### src/rtl/fios_operand_server.sv
// Operand/result buffer between the host bus adapter and the FIOS core.
// Optional sticky protocol-error flag err_o when FIOS_OPSRV_ERR_EN is defined.
module fios_operand_server #(
    parameter int s     = 8,
    parameter int PE_NB = 8
) (
    input  logic                  clock_i,
    input  logic                  reset_i,
    input  logic                  ld_valid_i,
    input  logic [1:0]            ld_sel_i,
    input  logic [16:0]           ld_data_i,
    output logic                  ld_ready_o,
    input  logic                  go_i,
    output logic                  busy_o,
    output logic                  start_o,
    output logic [PE_NB*17-1:0]   a_o,
    input  logic                  a_shift_i,
    output logic [16:0]           b_o,
    output logic [16:0]           p_o,
    input  logic                  b_fetch_i,
    input  logic                  p_fetch_i,
    input  logic                  RES_push_i,
    input  logic [16:0]           RES_i,
    input  logic                  done_i,
    output logic                  res_valid_o,
    output logic [16:0]           res_data_o,
    input  logic                  res_ready_i
`ifdef FIOS_OPSRV_ERR_EN
    ,
    output logic                  err_o
`endif
);

    localparam int CW   = $clog2(s + 1);
    localparam int IW   = (s > 1) ? $clog2(s) : 1;
    localparam int KMAX = (s + PE_NB - 1) / PE_NB;
    localparam int KW   = $clog2(KMAX + 1);

    typedef enum logic [1:0] {IDLE, START, RUN, OUT} state_t;

    state_t state, state_n;

    logic [16:0] a_buf [s];
    logic [16:0] b_buf [s];
    logic [16:0] p_buf [s];
    logic [16:0] res_buf [s];

    logic [CW-1:0] na, nb, np, wr_cnt, wr_cnt_n, rd_idx, cnt_sel;
    logic [KW-1:0] k, k_n;
    logic [IW-1:0] b_idx, b_idx_n, p_idx, p_idx_n;

    logic [PE_NB*17-1:0] win_n;
    logic ld_fire, ld_ok, full, go_ok, run, push_ok, hs, last, keep;

    always_comb begin
        cnt_sel = CW'(s);
        case (ld_sel_i)
            2'd0:    cnt_sel = na;
            2'd1:    cnt_sel = nb;
            2'd2:    cnt_sel = np;
            default: cnt_sel = CW'(s);
        endcase
    end

    assign ld_fire  = (state == IDLE) && ld_valid_i && (ld_sel_i != 2'd3);
    assign ld_ok    = ld_fire && (cnt_sel != CW'(s));
    assign full     = (na == CW'(s)) && (nb == CW'(s)) && (np == CW'(s));
    assign go_ok    = (state == IDLE) && go_i && full;
    assign run      = (state == RUN);
    assign push_ok  = run && RES_push_i && (wr_cnt != CW'(s));
    assign wr_cnt_n = wr_cnt + CW'(push_ok);
    assign hs       = (state == OUT) && res_ready_i;
    assign last     = hs && (rd_idx + CW'(1) == wr_cnt);

    // k saturates once the window is wholly past the operand: a_o is all zero from there on
    assign k_n = go_ok ? '0 :
                 (run && a_shift_i && k != KW'(KMAX)) ? k + KW'(1) : k;
    assign b_idx_n = go_ok ? '0 :
                     (run && b_fetch_i) ?
                     ((b_idx == IW'(s - 1)) ? '0 : b_idx + IW'(1)) : b_idx;
    assign p_idx_n = go_ok ? '0 :
                     (run && p_fetch_i) ?
                     ((p_idx == IW'(s - 1)) ? '0 : p_idx + IW'(1)) : p_idx;

    always_comb begin
        state_n = state;
        unique case (state)
            IDLE:  if (go_ok) state_n = START;
            START: state_n = RUN;
            RUN:   if (done_i) state_n = (wr_cnt_n == '0) ? IDLE : OUT;
            OUT:   if (last) state_n = IDLE;
            default: state_n = IDLE;
        endcase
    end

    always_ff @(posedge clock_i or posedge reset_i) begin
        if (reset_i) state <= IDLE;
        else         state <= state_n;
    end

    always_comb begin
        win_n = '0;
        for (int j = 0; j < PE_NB; j++) begin
            if (int'(k_n) * PE_NB + j < s)
                win_n[17*j +: 17] = a_buf[IW'(int'(k_n) * PE_NB + j)];
        end
    end

    assign keep = (state_n == START) || (state_n == RUN);

    always_ff @(posedge clock_i or posedge reset_i) begin
        if (reset_i) begin
            na     <= '0;
            nb     <= '0;
            np     <= '0;
            k      <= '0;
            b_idx  <= '0;
            p_idx  <= '0;
            wr_cnt <= '0;
            rd_idx <= '0;
            a_o    <= '0;
            b_o    <= '0;
            p_o    <= '0;
        end else begin
            if (go_ok) begin
                na     <= '0;
                nb     <= '0;
                np     <= '0;
                wr_cnt <= '0;
                rd_idx <= '0;
            end else begin
                if (ld_ok && ld_sel_i == 2'd0) na <= na + CW'(1);
                if (ld_ok && ld_sel_i == 2'd1) nb <= nb + CW'(1);
                if (ld_ok && ld_sel_i == 2'd2) np <= np + CW'(1);
                wr_cnt <= wr_cnt_n;
                if (hs) rd_idx <= rd_idx + CW'(1);
            end
            k     <= k_n;
            b_idx <= b_idx_n;
            p_idx <= p_idx_n;
            a_o   <= keep ? win_n : '0;
            b_o   <= keep ? b_buf[b_idx_n] : '0;
            p_o   <= keep ? p_buf[p_idx_n] : '0;
        end
    end

    // Buffer contents survive reset
    always_ff @(posedge clock_i) begin
        if (ld_ok && ld_sel_i == 2'd0) a_buf[cnt_sel[IW-1:0]] <= ld_data_i;
        if (ld_ok && ld_sel_i == 2'd1) b_buf[cnt_sel[IW-1:0]] <= ld_data_i;
        if (ld_ok && ld_sel_i == 2'd2) p_buf[cnt_sel[IW-1:0]] <= ld_data_i;
        if (push_ok) res_buf[wr_cnt[IW-1:0]] <= RES_i;
    end

    assign ld_ready_o  = (state == IDLE);
    assign busy_o      = (state != IDLE);
    assign start_o     = (state == START);
    assign res_valid_o = (state == OUT);
    assign res_data_o  = (state == OUT) ? res_buf[rd_idx[IW-1:0]] : '0;

`ifdef FIOS_OPSRV_ERR_EN
    logic err_set;

    assign err_set = (ld_fire && !ld_ok)
                   || ((state == IDLE) && go_i && !full)
                   || (!run && (a_shift_i || b_fetch_i || p_fetch_i || RES_push_i))
                   || (run && RES_push_i && wr_cnt == CW'(s))
                   || (run && a_shift_i && k == KW'(KMAX));

    always_ff @(posedge clock_i or posedge reset_i) begin
        if (reset_i)      err_o <= 1'b0;
        else if (err_set) err_o <= 1'b1;
    end
`endif

endmodule

### config.mk
export PLATFORM = sky130hd
export DESIGN_NAME = fios_operand_server
export DESIGN_NICKNAME = d
export VERILOG_FILES = /design/src/rtl/fios_operand_server.sv
export SDC_FILE = /design/constraint.sdc
export NUM_CORES = 1
export LEC_CHECK = 0
export ABC_AREA = 1
export BUFFER_PORTS_ARGS = -buffer_cell sky130_fd_sc_hd__clkbuf_2
export CORE_ASPECT_RATIO = 0.5
export CORE_MARGIN = 4
export CORE_UTILIZATION = 50
export DETAILED_ROUTE_END_ITERATION = 8
export GPL_TIMING_DRIVEN = 0
export PLACE_DENSITY = 0.71
export RECOVER_POWER = 50
export SLEW_MARGIN = 10
export SYNTH_ARGS = -nofsm -noshare
export SYNTH_HDL_FRONTEND = slang
export SYNTH_SLANG_ARGS = --single-unit
### constraint.sdc
create_clock -name clock_i -period 5.85 [get_ports clock_i]
set_input_delay 0.2925 -clock clock_i [delete_from_list [all_inputs] [get_ports clock_i]]
set_output_delay 0.2925 -clock clock_i [all_outputs]
set_load 0.01 [all_outputs]
==> results of run 1 <==
==> repair_timing <==
item,4_1_cts,5_1_grt
hold buffers,18,0
endpoints found under the hold margin,213,0
endpoints found under the setup margin,0,0
==> synth_stat cells, types with 4 or more instances <==
master,instances
edfxtp_1,544
nand4_1,4
buf_4,5
buf_2,65
o21ai_0,88
ha_1,13
nor2_1,328
nand3_1,320
clkbuf_1,44
inv_1,67
dfrtp_1,199
xor2_1,6
a31oi_1,23
nand2_1,543
o22ai_1,17
buf_1,13
==> per-layer routing <==
layer / wire length [um] / vias up / track usage (%)
met4: 2370 / 0 / 8.06
met1: 28000 / 9380 / 31.3
met3: 5570 / 140 / 3.79
li1: - / 8561 / -
met5: 0 / - / 0
met2: 37100 / 878 / 41.6
==> flip-flops by register name, summed over array words and instances (netlist names) <==
| name | count |
|---|---|
| a_buf | 136 |
| a_o | 136 |
| b_buf | 136 |
| b_idx | 3 |
| b_o | 17 |
| k | 1 |
| na | 4 |
| nb | 4 |
| np | 4 |
| p_buf | 136 |
| p_idx | 3 |
| p_o | 17 |
| rd_idx | 4 |
| res_buf | 136 |
| state | 2 |
| wr_cnt | 4 |
==> critical path, delay by kind of cell (launching register included) <==
family	cells	cell delay, ns
AO/OA/AOI/OAI	2	0.69
adder cells (fa/ha/maj)	2	0.53
buffers and inverters	3	0.75
flip-flops	1	0.48
AND/OR/NAND/NOR	10	1.34
==> kinds of logic after synthesis <==
logic type,synth area share (%)
and+or+nand+nor,17.7
DFF,75.9
buffers and inverters,2.98
AOI/OAI and AO/OA,2.61
adders and majority gates,0.579
xor gates and xnor gates,0.187
muxes,0.0356
==> power groups by stage <==
stage	clock [uW]	sequential (uW)	combinational [uW]
3_3_place_gp	0	6360	2410
2_1_floorplan	0	6450	1320
5_1_grt	4630	6280	2690
6_report	4370	6260	2450
3_5_place_dp	0	6360	2480
4_1_cts	4410	6250	2520
==> metrics by stage <==
stage | setup WS (ns) | hold WS [ns] | utilization, %
global placement | -2.12 | 0.469 | 54.4
detailed placement | 2.02 | 0.444 | 54.9
floorplan | 0.132 | 0.391 | -
global route | 1.69 | 0.166 | 58.6
CTS | 1.96 | 0.121 | 59.1
finish | 1.89 | 0.137 | 58.6
==> worst min path at each step <==
stage | start | to | cells past startpoint
floorplan | ld_data_i[0] | a_buf[0][0]$_DFFE_PP_ | 0
global placement | a_buf[2][16]$_DFFE_PP_ | a_o[50]$_DFF_PP0_ | 2
detailed placement | reset_i | a_o[73]$_DFF_PP0_ | 2
CTS | res_ready_i | rd_idx[3]$_DFFE_PP0P_ | 4
global route | res_ready_i | rd_idx[0]$_DFFE_PP0P_ | 6
finish | res_ready_i | rd_idx[3]$_DFFE_PP0P_ | 4
==> final cells by class <==
class	count	area, um2
Tap cell	756	946
Buffer	127	577
Clock buffer	100	1940
Clock inverter	22	225
Fill cell	4453	23000
Inverter	69	260
Multi-Input combinational cell	1360	6000
Sequential cell	743	21300
Timing Repair Buffer	269	1320
==> qor.csv, run 1 <==
stage;metric;value;unit
cts;clock-root-buffer;clkbuf_16;
worst_setup_path;startpoint_type;register;
timing;finClkSkew;0.0278;ns
logic_synthesis;synth_area_leaders;edfxtp_1, dfrtp_1, nand2_1;
cts;clk_pin_slew;0.07;ns
global_route;grt_usage;24.0;%
worst_setup_path;cp_slowest_cell;clkbuf_1;
die;core;0.0556;mm2
worst_setup_path;crit_chain;inv_1, nor2_1, nand2_1, a31oi_1, ha_1, ha_1, nor2_1, nand2_1, nor2_1, nand2_1, nand3_1, nand2_1, inv_1, nand2_1, o21bai_4, clkbuf_1, nor2_1;
timing;post-route-period-util;67.7;%
timing;fmax;0.252;GHz
finish;final_layout_size_suffix_gt1_share;9.18;%
worst_setup_path;max_stage_delay;0.58;ns
drt;avgViaCountPerCell;5.50;
logic_synthesis;avgSynthCellArea;12.2;um2
worst_setup_path;crit_end;p_o[16]$_DFF_PP0_;
die;floorplan.rows;61;
logic_synthesis;yosysTopAreaCellShare;58.2;%
logic_synthesis;synth_edf_count;544;
drt;wirelength;73100;um
power;ir_drop;0.203;mV
cts;cts.path.max_buffers;3;
global_route;grt_overflow;0;
drt;drt_drc_violations_left;0;
power;p_comb_share;18.7;%
timing;maxSlewViolCount;510;
die;die_h;176;um
drt;wl_per_cell;21.2;um
worst_setup_path;worstReg2RegEnd;p_o[16]$_DFF_PP0_;
placement;hpwl;45900;um
finish;layout_common_cells;edfxtp_1, nand2_1, nand3_1, nor2_1, clkbuf_1;
logic_synthesis;yosysSeqAreaShare;75.9;%
drt;ant_nets;0;
power;p_sw;3900;uW
logic_synthesis;synth_area;0.0281;mm2
power;leakage;0.0131;uW
cts;cts_tree;yes;
timing;fin_crit;3.96;ns
global_route;grt_pass1_wl;108000;um
drt;drt_iter0_markers;2205;
outcome;status;finished with violations;
timing;finalSetupViolCount;0;
logic_synthesis;syn_nets;2358;
worst_setup_path;cpMostUsedCell;nand2_1;
timing;grt_setup_unrepaired;false;
timing;final_hold_viol_count;0;
logic_synthesis;ys_async_sr_fraction;26.8;%
logic_synthesis;ys_ff_latch;743;
power;internal_power;9180;uW
worst_setup_path;arrival;4.38;ns
worst_setup_path;end_kind;register;
finish;design_area;0.0326;mm2
cts;htree_levels;3;
worst_setup_path;path_class;reg2reg;
cts;cts_resized;0;
worst_setup_path;rr_startpoint;state[1]$_DFF_PP0_;
logic_synthesis;syn_inst;2299;
cts;clk_latency;0.61;ns
worst_setup_path;required;6.26;ns
global_route;antenna_found_initial;2;
die;die_w;343;um
drt;first_pass_iters;6;
placement;post-place-cells;3306;
timing;slew_headroom;-163;%
power;total_power;13100;uW
worst_setup_path;reg2regPathDepth;17;
timing;setup_tns;0;ns
finish;nNetsFinal;2695;
drt;via_count;19000;
cts;postCtsSetupBuffers;0;
power;clkPwrFrac;33.4;%
logic_synthesis;yosysTopAreaCell;edfxtp_1;
power;p_seq_share;47.8;%
power;power_density;401;mW/mm2
placement;gp_congestion;0.909;
global_route;grt_pass1_vias;18200;
power;switching_share;29.8;%
timing;worst_slew_pin_slew;3.93;ns
cts;cts_inserted_buffers;66;
placement;port_buffers;236;
flow_run;maxCapViolCount;18;
cts;cts.sinks;743;
logic_synthesis;synth_cell_type_count;27;
worst_setup_path;crit_start;state[1]$_DFF_PP0_;
outcome;violations;capacitance limit, slew limit;
logic_synthesis;yosysWarnings;0;
global_route;grt_max_degree;116;
finish;areaGrowthSynthToFinish;16.1;%
worst_setup_path;cp_max_fo;10;
die;die_area;0.0602;mm2
worst_setup_path;r2r_setup_slack;1.89;ns
finish;fin_cells;3446;
finish;final_common_cell;edfxtp_1;
finish;diodes;0;
hold_path;hold_class;in2reg;
logic_synthesis;synth_top_flop_cell;edfxtp_1;
placement;placed_area;0.0305;mm2
die;initial_utilization;50.5;%
die;ioPinCount;237;
Note: power is estimated with default switching activity, not from simulation.
==> run 2: changes to the inputs <==
Clock period 5.85 ns to 3.2 ns, I/O delays scaled along.
==> run 2 against run 1 <==
The run still ends with capacitance limit, slew limit left; core utilization up 0.074 points; sequential share of layout area down 0.079 points; cell count up 0.23%; critical path type unchanged; largest cell class unchanged; largest power group unchanged.
==> qor.csv, run 2 (same netlist as run 1, synthesis figures left out) <==
stage;metric;value;unit
worst_setup_path;arrival;3.47;ns
outcome;status;finished with violations;
finish;utilization;58.7;%
placement;port_buffers;236;
finish;nNetsFinal;2706;
worst_setup_path;r2r_setup_slack;0.18;ns
drt;wl_per_cell;20.9;um
finish;final_common_cell;edfxtp_1;
worst_setup_path;path_class;reg2reg;
drt;ant_nets;0;
cts;clk_latency;0.59;ns
timing;slew_headroom;-34.9;%
worst_setup_path;required;3.65;ns
worst_setup_path;end_kind;register;
placement;gp_congestion;0.902;
die;die_area;0.0602;mm2
worst_setup_path;rr_startpoint;state[1]$_DFF_PP0_;
finish;diodes;0;
power;power_density;726;mW/mm2
timing;post-route-period-util;94.3;%
placement;placed_area;0.0306;mm2
cts;clock-root-buffer;clkbuf_16;
outcome;violations;capacitance limit, slew limit;
timing;final_hold_viol_count;0;
die;initial_utilization;50.5;%
timing;finClkSkew;0.0271;ns
die;die_h;176;um
cts;clk_pin_slew;0.06;ns
die;ioPinCount;237;
cts;cts_tree;yes;
timing;grt_setup_unrepaired;false;
global_route;grt_usage;23.9;%
global_route;grt_pass1_wl;108000;um
worst_setup_path;cp_max_fo;10;
finish;design_area;0.0326;mm2
drt;via_count;18800;
timing;maxSlewViolCount;454;
finish;final_layout_size_suffix_gt1_share;9.97;%
drt;wirelength;72400;um
power;leakage;0.0131;uW
die;core;0.0556;mm2
die;floorplan.rows;61;
cts;htree_levels;3;
global_route;antenna_found_initial;0;
placement;hpwl;46200;um
finish;layout_common_cells;edfxtp_1, nand2_1, nand3_1, nor2_1, clkbuf_1;
die;die_w;343;um
worst_setup_path;crit_start;state[1]$_DFF_PP0_;
drt;drt_drc_violations_left;0;
hold_path;hold_class;in2reg;
power;ir_drop;0.347;mV
finish;areaGrowthSynthToFinish;16.2;%
timing;fmax;0.331;GHz
cts;cts.sinks;743;
cts;cts_inserted_buffers;66;
drt;first_pass_iters;6;
timing;finalSetupViolCount;0;
flow_run;maxCapViolCount;19;
timing;worst_slew_pin_slew;2.02;ns
global_route;grt_max_degree;39;
global_route;grt_pass1_vias;18400;
worst_setup_path;startpoint_type;register;
drt;avgViaCountPerCell;5.43;
drt;drt_iter0_markers;2159;
cts;cts.path.max_buffers;3;
global_route;grt_overflow;0;
hold_path;min_from;res_ready_i;
timing;fin_crit;3.02;ns
-- run 2: area by class of cell --
class	count	area, um2
Buffer	127	629
Timing Repair Buffer	280	1430
Fill cell	4460	22900
Sequential cell	743	21300
Inverter	69	264
Multi-Input combinational cell	1360	6030
Tap cell	756	946
Clock buffer	99	1900
Clock inverter	20	119
-- run 2: repair_timing --
action / in CTS / in global routing
buffers inserted: 3 / 3
endpoints found under the setup margin: 169 / 195
pin swaps: 1 / 1
hold endpoints to repair: 167 / 0
hold buffers: 18 / 0
resized for setup: 13 / 25
-- run 2: worst paths after layout --
| path | depth (start not counted) | endpoint |
|---|---|---|
| setup / recovery | 19 | p_o[16]$_DFF_PP0_ |
| hold / removal | 6 | rd_idx[0]$_DFFE_PP0P_ |
| setup reg to reg | 19 | p_o[16]$_DFF_PP0_ |
| hold reg to reg | 2 | a_o[57]$_DFF_PP0_ |
| max in group asynchronous | 4 | a_o[135]$_DFF_PP0_ |
| min in group asynchronous | 3 | a_o[71]$_DFF_PP0_ |
-- run 2: metal layers --
layer / part of all wire, % / global-route usage, % / vias to the layer above
met4: 3.9 / 9.11 / 0
li1: - / - / 8570
met1: 38 / 31.2 / 9253
met2: 50 / 41.1 / 781
met3: 7.5 / 3.23 / 156
met5: 0 / 0 / -
-- run 2: critical path, stage by stage (launching register included) --
cell and delay, ns:
dfrtp_2 0.40, inv_1 0.09, nor2_4 0.18, nand2_1 0.14, a31oi_4 0.21, ha_2 0.24, ha_1 0.24, nor2_1 0.09
nand2_1 0.06, nor2_1 0.09, nand2_1 0.08, nand3_1 0.11, nand2_1 0.06, inv_1 0.08, nand2_1 0.09, o21bai_4 0.18
buf_12 0.14, buf_4 0.12, buf_4 0.20, nor2_1 0.10
-- run 2: where the power goes --
part           internal (uW)  switching, uW  total [uW]
clock network           4200           3380        7570
registers              11100            339       11400
logic                   1380           3310        4700
total                  16700           7030       23700
-- run 2: stage by stage --
step	setup TNS, ns	hold slack (ns)	std cells	worst slack [ns]	power, uW
2_1_floorplan	0	0.259	2299	0.422	14200
3_3_place_gp	-229.53	0.434	3291	-1.01	16000
3_5_place_dp	-65.24	0.332	3311	-0.556	16200
4_1_cts	0	0.0282	3451	0.0160	23800
5_1_grt	0	0.0543	3454	0.0103	24700
6_report	0	0.0376	3454	0.182	23700
==> run 3: changes to the inputs <==
Clock period 3.2 ns to 2.7 ns, I/O delays scaled along.
==> run 3 against run 2 <==
Largest cell class unchanged; combinational power increased by 63%; wire length rose by 4.7%; hold slack improved by 0.015 ns; the flow finishes with violations (capacitance limit, slew limit, setup timing).
==> qor.csv, run 3 (same netlist as run 1, synthesis figures left out) <==
stage;metric;value;unit
outcome;status;finished with violations;
outcome;violations;capacitance limit, slew limit, setup timing;
cts;cts.path.max_buffers;3;
die;die_w;343;um
timing;maxSlewViolCount;425;
worst_setup_path;cp_max_fo;8;
timing;finalSetupViolCount;122;
global_route;grt_max_degree;38;
drt;ant_nets;0;
finish;final_common_cell;edfxtp_1;
global_route;antenna_found_initial;0;
timing;post-route-period-util;103;%
timing;grt_setup_unrepaired;true;
die;ioPinCount;237;
die;initial_utilization;50.5;%
global_route;grt_usage;24.2;%
die;floorplan.rows;61;
worst_setup_path;required;3.20;ns
worst_setup_path;crit_start;wr_cnt[1]$_DFF_PP0_;
cts;cts_tree;yes;
drt;first_pass_iters;7;
worst_setup_path;end_kind;register;
timing;slew_headroom;-36.8;%
timing;fin_crit;2.77;ns
drt;wl_per_cell;21.7;um
finish;nNetsFinal;2741;
flow_run;maxCapViolCount;17;
power;ir_drop;0.432;mV
finish;nFillCells;4159;
worst_setup_path;path_class;reg2reg;
global_route;grt_pass1_vias;18800;
drt;avgViaCountPerCell;5.53;
timing;worst_slew_pin_slew;2.05;ns
placement;port_buffers;236;
finish;design_area;0.0343;mm2
cts;clk_latency;0.60;ns
cts;cts.sinks;743;
cts;clock-root-buffer;clkbuf_16;
power;total_power;30500;uW
die;core;0.0556;mm2
hold_path;hold_class;in2reg;
worst_setup_path;startpoint_type;register;
placement;gp_congestion;0.907;
placement;hpwl;46500;um
global_route;grt_pass1_wl;110000;um
finish;areaGrowthSynthToFinish;22.2;%
drt;drt_iter0_markers;2104;
finish;final_layout_size_suffix_gt1_share;21.8;%
finish;diodes;0;
placement;placed_area;0.0306;mm2
global_route;grt_overflow;0;
die;die_area;0.0602;mm2
power;leakage;0.0141;uW
cts;htree_levels;3;
cts;cts_inserted_buffers;66;
die;die_h;176;um
timing;fmax;0.361;GHz
hold_path;min_from;ld_valid_i;
drt;via_count;19300;
timing;final_hold_viol_count;0;
timing;layout_setup_ws;-0.0676;ns
timing;finClkSkew;0.0272;ns
worst_setup_path;rr_startpoint;wr_cnt[1]$_DFF_PP0_;
finish;layout_common_cells;edfxtp_1, nand2_1, nand3_1, clkbuf_2, nor2_1;
cts;clk_pin_slew;0.07;ns
drt;drt_drc_violations_left;0;
worst_setup_path;arrival;3.26;ns
drt;wirelength;75800;um
power;power_density;889;mW/mm2
run 3: cell count changes in the layout (fill, tap and decap cells not counted), moves of 7 or more:
cell and change:
inv_1 -7, clkbuf_2 +170, nor2_1 -88, clkinv_1 -7, buf_2 -11, buf_8 +15, clkbuf_1 -175, clkbuf_16 +11
nor2_4 +39, buf_12 +15, nor2_2 +49
run 3: area by class of cell:
class / instances / area [um2] / share of cell area (%)
plain buffers: 126 / 847 / 2.47
clock buffers: 101 / 1910 / 5.56
clock inverters: 21 / 201 / 0.587
flip-flops and latches: 743 / 21300 / 62.1
well taps: 756 / 946 / 2.76
repair buffers: 316 / 2300 / 6.70
inverters: 69 / 275 / 0.802
multi-input cells: 1360 / 6520 / 19.0
run 3: path summary, 6_finish.rpt:
kind / endpoint / slack [ns] / depth (start not counted)
hold / removal: nb[2]$_DFFE_PP0P_ / 0.05 / 6
min in group asynchronous: a_o[74]$_DFF_PP0_ / 0.18 / 3
setup / recovery: b_o[3]$_DFF_PP0_ / -0.07 / 16
max in group asynchronous: a_o[46]$_DFF_PP0_ / 0.41 / 6
hold reg to reg: a_o[103]$_DFF_PP0_ / 0.49 / 2
setup reg to reg: b_o[3]$_DFF_PP0_ / -0.07 / 16
run 3: critical path, cell delays in order (launching register included):
cell	delay [ns]
dfrtp_1	0.42
buf_6	0.16
nor2_4	0.12
a31oi_4	0.11
ha_4	0.19
ha_4	0.24
nor2_4	0.07
nand2_1	0.06
nor2_1	0.10
nand2_1	0.12
a21oi_2	0.18
nand2_2	0.11
o21bai_4	0.25
buf_6	0.19
buf_12	0.15
clkbuf_16	0.16
nor2_4	0.03
run 3: repair_timing:
item                                    4_1_cts  5_1_grt
pin swaps                                     9       28
hold endpoints to repair                    179        0
cloned                                        2       11
gates resized for setup                      78      215
buffers inserted                             14       14
endpoints found under the setup margin      510      550
hold buffers                                 22        0
run 3: metal layers:
metal / up-vias / GRT usage, % / wire length (um)
met5: - / 0 / 0
met3: 171 / 3.19 / 5690
met4: 0 / 8.69 / 2760
met2: 897 / 41.9 / 38600
li1: 8657 / - / -
met1: 9591 / 31.8 / 28700
run 3: power breakdown:
group / total, uW / internal [uW] / switching, uW / leakage (uW)
logic: 7650 / 2980 / 4680 / 0.00551
registers: 13600 / 13200 / 421 / 0.00761
clock network: 9290 / 5130 / 4160 / 0.00102
run 3: metrics by stage:
stage                     setup slack [ns]  instances  setup TNS (ns)  utilization (%)  hold WS, ns
after CTS                           -0.167       3468          -11.31             60.0       0.0414
final                              -0.0676       3492           -4.89             61.7       0.0521
after floorplan                   -0.00935       2299           -1.86                -        0.234
after global placement               -1.26       3291         -593.41             54.4        0.408
after global routing                -0.185       3492          -23.33             61.7       0.0918
after detailed placement            -0.945       3309         -173.49             55.0        0.123
